`config.mk`:
```
export PLATFORM = sky130hd
export DESIGN_NAME = resp_que_drain
export DESIGN_NICKNAME = d
export VERILOG_FILES = /design/src/rtl/resp_que_drain.sv
export SDC_FILE = /design/constraint.sdc
export NUM_CORES = 2
export LEC_CHECK = 0
export ABC_AREA = 1
export CELL_PAD_IN_SITES_DETAIL_PLACEMENT = 0
export CELL_PAD_IN_SITES_GLOBAL_PLACEMENT = 1
export CORE_MARGIN = 2
export CORE_UTILIZATION = 34
export DETAILED_ROUTE_END_ITERATION = 12
export PLACE_DENSITY_LB_ADDON = 0.1
export SLEW_MARGIN = 20
export SYNTH_ARGS = -nofsm -noshare
export SYNTH_HDL_FRONTEND = slang
export SYNTH_SLANG_ARGS = --single-unit
```
`constraint.sdc`:
```
create_clock -name clk -period 8.4 [get_ports clk]
set_input_delay 1.26 -clock clk [delete_from_list [all_inputs] [get_ports clk]]
set_output_delay 1.26 -clock clk [all_outputs]
set_load 0.1 [all_outputs]
```
`src/rtl/resp_que_drain.sv`:
```
// resp_que_drain: read side of the 8-slot response collector queue.
// Slots are filled out of order (real pushes at an upstream-chosen slot, multicast
// fake presets by mask) and drained strictly in ring order from rd_ptr. Real heads
// leave through a valid/ready port; fake heads retire silently, one per cycle.
// Ports:
//   clk, rst_n                    clock, async active-low reset
//   fake_set_vld, fake_set_mask   mark masked free slots occupied+fake
//   push_vld, push_ptr, push_data real response write into slot push_ptr
//   resp_array                    live occupancy (real or fake)
//   rd_ptr                        head slot index
//   out_vld, out_data, out_ready  head real response, valid/ready handshake
//   occ_cnt, que_empty, que_full  occupancy summaries
//   err_collide                   sticky: a write hit an occupied slot
module resp_que_drain #(
    parameter int unsigned DATA_W = 256,
    parameter int unsigned DEPTH  = 8
) (
    input  logic              clk,
    input  logic              rst_n,
    input  logic              fake_set_vld,
    input  logic [7:0]        fake_set_mask,
    input  logic              push_vld,
    input  logic [2:0]        push_ptr,
    input  logic [DATA_W-1:0] push_data,
    output logic [7:0]        resp_array,
    output logic [2:0]        rd_ptr,
    output logic              out_vld,
    output logic [DATA_W-1:0] out_data,
    input  logic              out_ready,
    output logic [3:0]        occ_cnt,
    output logic              que_empty,
    output logic              que_full,
    output logic              err_collide
);

    localparam int unsigned PTR_W = 3;
    localparam int unsigned CNT_W = 4;

    // Pointer and mask widths are hard-wired to 8 slots.
    if (DEPTH != 8) begin : g_bad_depth
        $error("resp_que_drain: DEPTH must be 8");
    end

    logic [7:0]        occ_q, occ_nxt;
    logic [7:0]        fake_q, fake_nxt;
    logic [PTR_W-1:0]  rd_ptr_q, rd_ptr_nxt;
    logic              err_q, err_nxt;
    logic [DATA_W-1:0] data_q [8];

    logic              retire;
    logic              push_ok;
    logic              push_hit;
    logic              fake_hit;
    logic [7:0]        push_oh;
    logic [7:0]        fake_ok;
    logic [CNT_W-1:0]  cnt_nxt;
    logic              vld_nxt;
    logic [DATA_W-1:0] odata_nxt;

    // Writes are judged against pre-edge occupancy, so a slot retiring this cycle
    // still counts as taken and any write to it is a collision.
    always_comb begin
        retire     = occ_q[rd_ptr_q] & (fake_q[rd_ptr_q] | out_ready);
        push_ok    = push_vld & ~occ_q[push_ptr];
        push_hit   = push_vld & occ_q[push_ptr];
        push_oh    = push_ok ? (8'(1) << push_ptr) : 8'h00;
        // Push wins a free slot that the preset also targets.
        fake_ok    = fake_set_vld ? (fake_set_mask & ~occ_q & ~push_oh) : 8'h00;
        fake_hit   = fake_set_vld & (|(fake_set_mask & (occ_q | push_oh)));

        occ_nxt    = occ_q;
        fake_nxt   = fake_q;
        if (retire) begin
            occ_nxt[rd_ptr_q]  = 1'b0;
            fake_nxt[rd_ptr_q] = 1'b0;
        end
        occ_nxt    = occ_nxt | push_oh | fake_ok;
        fake_nxt   = (fake_nxt & ~push_oh) | fake_ok;

        rd_ptr_nxt = rd_ptr_q + PTR_W'(retire);
        err_nxt    = err_q | push_hit | fake_hit;
    end

    // Registered view of the next head and occupancy summaries.
    always_comb begin
        cnt_nxt = '0;
        for (int i = 0; i < 8; i++) begin
            cnt_nxt = cnt_nxt + CNT_W'(occ_nxt[i]);
        end
        vld_nxt   = occ_nxt[rd_ptr_nxt] & ~fake_nxt[rd_ptr_nxt];
        odata_nxt = (push_ok && (push_ptr == rd_ptr_nxt)) ? push_data : data_q[rd_ptr_nxt];
    end

    // Slot control state and registered outputs.
    always_ff @(posedge clk or negedge rst_n) begin
        if (!rst_n) begin
            occ_q       <= '0;
            fake_q      <= '0;
            rd_ptr_q    <= '0;
            err_q       <= 1'b0;
            out_vld     <= 1'b0;
            out_data    <= '0;
            occ_cnt     <= '0;
            que_empty   <= 1'b1;
            que_full    <= 1'b0;
        end else begin
            occ_q       <= occ_nxt;
            fake_q      <= fake_nxt;
            rd_ptr_q    <= rd_ptr_nxt;
            err_q       <= err_nxt;
            out_vld     <= vld_nxt;
            out_data    <= odata_nxt;
            occ_cnt     <= cnt_nxt;
            que_empty   <= (occ_nxt == 8'h00);
            que_full    <= (occ_nxt == 8'hFF);
        end
    end

    // Payload storage; intentionally not cleared by reset.
    always_ff @(posedge clk) begin
        if (push_ok) begin
            data_q[push_ptr] <= push_data;
        end
    end

    assign resp_array  = occ_q;
    assign rd_ptr      = rd_ptr_q;
    assign err_collide = err_q;

endmodule
```
# After elaboration in Yosys (flattened, before gate mapping)
# Memories as Yosys holds them, arrays and structs flattened. A register that Yosys moved wholly into a read port is not among the register bits.
# Cells that the tools add are included.
# op_classes
eq_ne	1
magnitude_cmp	4
n_addsub	8
bitwise	23
n_reduce_logical	4
shift	1
n_mux	18
# op_table
op	n
8-bit bitwise AND	6
8-bit two-way mux	4
8-bit OR	4
8-bit inverter	3
4-bit by 1-bit adder with 4-bit output	4
1-bit binary-select mux with 3-bit select	5
3-bit by 4-bit < comparator with 1-bit output (second input constant)	3
8-bit == test (second input constant)	1
8-bit logical NOT	1
1-bit two-way mux	8
8-bit OR reduction	1
1-bit by 3-bit left shift with 8-bit output (first input constant)	1
1-bit bitwise AND	5
3-bit by 1-bit adder with 4-bit output	1
2-bit by 1-bit adder with 3-bit output	1
3-bit by 1-bit adder with 3-bit output	1
1-bit demux with 3-bit select	1
3-bit by 1-bit greater-or-equal comparator with 1-bit output (second input constant)	1
1-bit OR	3
1-bit by 1-bit adder with 2-bit output	1
1-bit inverter	2
1-bit logical AND	1
1-bit logical NOT	1
# totals
reg_bits	27
mem_count	1
input_bits	272
word_cells	68
out_inout_bits	275
ram_bits	2048
# mem_list
name	depth	word_bits	rd	rd_clocked_by_memory_dff	write_ports	line	source
data_q	8	256	1	1	1	48	logic [DATA_W-1:0] data_q [8];

# Depth between registers and ports, before layout
# depth
ltp_word	16
ltp_mapped	22
mapped_depth_nobuf	21

# Worst setup path after synthesis
# OpenSTA, ideal clock, no wires.
# synth_path
path_type	input to register
start	input port push_ptr[2]
end	memory data_q[4][0] (enable)
setup_ps	606
arrival_time_ps	6911
setup_slack_ps	883
cell_stages	7
cell_sequence	buf_4 -> inv_2 -> nand2_1 -> o21ai_1 -> nor2_2 -> nand3_1 -> inv_1
# synth_via
elab_chain_cells	6
# synth_lines
element	line	source
start: declaration	23	input logic [2:0] push_ptr,
1-bit binary-select mux with 3-bit select	64	push_ok = push_vld & ~occ_q[push_ptr];
1-bit two-way mux (not written as such)	64	
1-bit inverter	64	
1-bit bitwise AND	64	
1-bit two-way mux	121	if (push_ok) begin
1-bit two-way mux (not written as such)	122	data_q[push_ptr] <= push_data;
end: declaration	48	
# Several ways; a longest one is shown, not always the timed one. The select of a mux whose other input is x is not followed.

# Worst setup path after layout
# layout_path
start	register rd_ptr_q[0] (netlist: rd_ptr[0])
end	register out_data[8], read port of data_q
# layout_via
elab_chain_cells	5
elab_cells_between_ends	7
cone_classes	1 x add/sub; 4 x mux; 2 x bitwise
# layout_lines
element	line	source
start: declaration	46	logic [PTR_W-1:0] rd_ptr_q, rd_ptr_nxt;
start signal: assignment	109	rd_ptr_q <= rd_ptr_nxt;
1-bit binary-select mux with 3-bit select	63	retire = occ_q[rd_ptr_q] & (fake_q[rd_ptr_q] | out_ready);
1-bit two-way mux (not written as such)	63	
1-bit OR	63	
1-bit bitwise AND	63	
3-bit by 1-bit adder with 3-bit output (*)	80	rd_ptr_nxt = rd_ptr_q + PTR_W'(retire);
named net rd_ptr_nxt[1]	46	
end: declaration	28	output logic [DATA_W-1:0] out_data,
# Mark *: on every way through the listed nets, which the timed path passes. The rest lies on a longest branch. The select of a mux whose other input is x is not followed.

==> summary.txt <==
Run status
  – Status: finished, final reports clean

Critical path
  – Critical path class: reg2reg
  – CP Data Arrival Time: 5890 ps
  – Startpoint Class: flop
  – Worst Path Required: between 9000 and 10000 ps
  – Crit. End Element: flop
  – CP max FO: between 90 and 100

Final layout
  – Fillers: approximately 24000
  – Synthesis-to-finish area growth: 19.5%
  – Sequential cell area: 0.0686 mm2
  – Multi-input logic area: ~0.018 mm2
  – Layout cell share with drive strength beyond 1: a little under 7%
  – Fin nets: just over 7000
  – Commonest non-fill, non-tap cells in the layout: 2048 x edfxtp_1, 1141 x nor2_1, 973 x o21ai_0, 537 x clkdlybuf4s50_1, 354 x nand2_1
  – Most common cell after layout, fill and taps aside: edfxtp_1
  – Fin cells: roughly 10000

Timing
  – Max_slew headroom: ~21%
  – RSZ-0062 raised after global routing: false
  – PnR worst setup slack: approximately 3300 ps
  – Hold WS: a little over 400 ps
  – Final setup viols: 0
  – TNS Setup: 0 ps
  – Worst-margin pin slew: between 1000 and 1500 ps
  – Skew final: ~66 ps
  – Final hold vios: 0
  – Fin crit share: approximately 61%
  – Max-slew violation count: 0
  – Min Tclk post-route: between 5000 and 6000 ps
  – Max frequency: a little under 0.2 GHz

Floorplan
  – Initial Util: between 30% and 40%
  – Number of I/O pins: between 500 and 600
  – Die X: roughly 510 um
  – Die area: about 0.26 mm2
  – FP Rows: 187
  – Core area: ~0.26 mm2
  – Die Y: between 500 and 600 um

Clock tree
  – CTS clk-pin slew, worst paths: around 60 ps
  – Post-CTS Resized: 0
  – Hold_buf cts: 0
  – CTS Buf Count: 279
  – Htree depth: 5
  – CTS sink count: around 2300
  – Worst-Skew Late Latency: between 800 and 900 ps
  – CTS tree: built
  – CTS Buffer Depth: 4
  – Postcts setup bufs: 0
  – Clk root buf: clkbuf_16

Drt
  – M1 WL: 116000 um
  – WL/cell: between 20 and 25 um
  – Initial DRC Count: a little under 4000
  – DR WL met2: roughly 120000 um
  – First-pass detailed-route iteration total: 5
  – Via count: 54100
  – Met3 routed WL: about 14000 um
  – Vias per Instance: roughly 5.2
  – ANT nets after route: 0
  – DRC viols: 0
  – Detailed Route WL: 256000 um
  – Highest Signal Layer: met5

Logic synthesis
  – Yosys top cell by area: edfxtp_1
  – Seq cells post-synth: around 2300
  – Post-synth ARST share: between 10 and 15%
  – Main synth FF type: edfxtp_1
  – Cell area after synthesis: approximately 0.088 mm2
  – Synthesized Nets: around 6700
  – Post-synth EDFFs: 2048
  – Ys Warns: 0
  – Post-synthesis sequential area ratio: just under 80%
  – Yosys top cell area share: a little over two thirds
  – Yosys cell types: 34
  – Area contributors post-synth: edfxtp_1 69%, dfrtp_1 8.0%, o21ai_0 5.5%
  – Cells after Synth: 6374
  – Syn_area_per_cell: ~14 um2

Global route
  – First-pass GRT wire length: between 300000 and 400000 um
  – Initial antenna violation count: 60
  – Largest net degree at the start of global routing: around 180
  – Total track usage: between 10% and 20%
  – Vias in the first global route: about 53000
  – Global route overflow: 0

Job
  – Number of max-cap violations: 0

Hold path
  – Hold WC Path Type: in2async

Place
  – HPWL after DPL: 126000 um
  – Placed Cells: a little under 10000
  – GP Congestion: 0.769
  – Dpl ws: ~2500 ps
  – I/O Buffers: roughly 550
-- critical path: stages (launching register included) --
cell and delay [ps]:
dfrtp_1 690, inv_2 190, nand3_1 140, nor2_1 50, nor2_1 100, nand2_1 100, nor2_4 210, nand2_1 80
inv_1 90, ha_4 130, ha_4 340, inv_8 630, buf_4 700, buf_4 800, o21ai_0 220, o22ai_1 160
nand2_1 70, a31oi_1 200
-- synth_stat cells (28+ instances only) --
library cell and count:
edfxtp_1 2048, nor2_1 1141, o21ai_0 973, nand2_1 354, o22ai_1 327, dfrtp_1 282, clkbuf_1 280, a21oi_1 231
o221ai_1 145, buf_2 125, a31oi_1 111, mux2i_1 89, inv_1 63, a221o_1 40, nand3_1 40, o21ai_1 30
buf_1 28
-- per-stage QoR --
| stage | cell area (um2) | utilization [%] |
|---|---|---|
| 3_3_place_gp | 97300 | 37.5 |
| 5_1_grt | 106000 | 40.8 |
| 2_1_floorplan | 88500 | - |
| 6_report | 106000 | 40.8 |
| 4_1_cts | 106000 | 40.8 |
| 3_5_place_dp | 97300 | 37.5 |
-- cell families (layout without fill, tap and decap cells) --
logic type                 after synthesis  after routing  synth area share [%]
other                                    0             17                     0
and+or+nand+nor                       1561           1561                  6.77
muxes                                   89             89                  1.01
AOI/OAI and AO/OA                     1858           1858                  12.0
DFF                                   2331           2331                  77.5
buffers and inverters                  522           1168                  2.50
adders and majority gates               11             11                 0.189
xor gates and xnor gates                 2              2                0.0410
-- sequential cells by signal, summed over array words and instances (netlist names) --
name         count
data_q        2048
fake_q           8
que_empty        1
out_vld          1
resp_array       8
occ_cnt          4
err_collide      1
que_full         1
out_data       256
rd_ptr           3
-- path summary, 6_finish.rpt --
path	from	end	slack [ps]	cells after the start
setup / recovery	rd_ptr[0]$_DFF_PN0_	out_data[8]$_DFF_PN0_	3270	17
hold / removal	rst_n	out_data[232]$_DFF_PN0_	420	1
setup reg to reg	rd_ptr[0]$_DFF_PN0_	out_data[8]$_DFF_PN0_	3270	17
hold reg to reg	err_collide$_DFF_PN0_	err_collide$_DFF_PN0_	480	1
max in group asynchronous	rst_n	out_data[149]$_DFF_PN0_	6460	2
min in group clk	err_collide$_DFF_PN0_	err_collide$_DFF_PN0_	480	1
-- routing by layer --
metal | global-route usage, % | up-vias
met5 | 0 | -
li1 | - | 24800
met2 | 30.1 | 1215
met4 | 5.65 | 52
met1 | 26.2 | 27500
met3 | 3.92 | 473
-- area by class of cell --
class | count | area share [%]
diodes | 17 | 0.0402
clock inverters | 82 | 0.510
clock buffers | 400 | 7.44
inverters | 71 | 0.330
multi-input cells | 3521 | 16.8
repair buffers | 615 | 6.04
well taps | 3402 | 4.02
flip-flops and latches | 2331 | 64.8
Power is left out: the tool's default activity adds up to more than one toggle a clock period on the data nets, which glitch-free logic cannot reach.
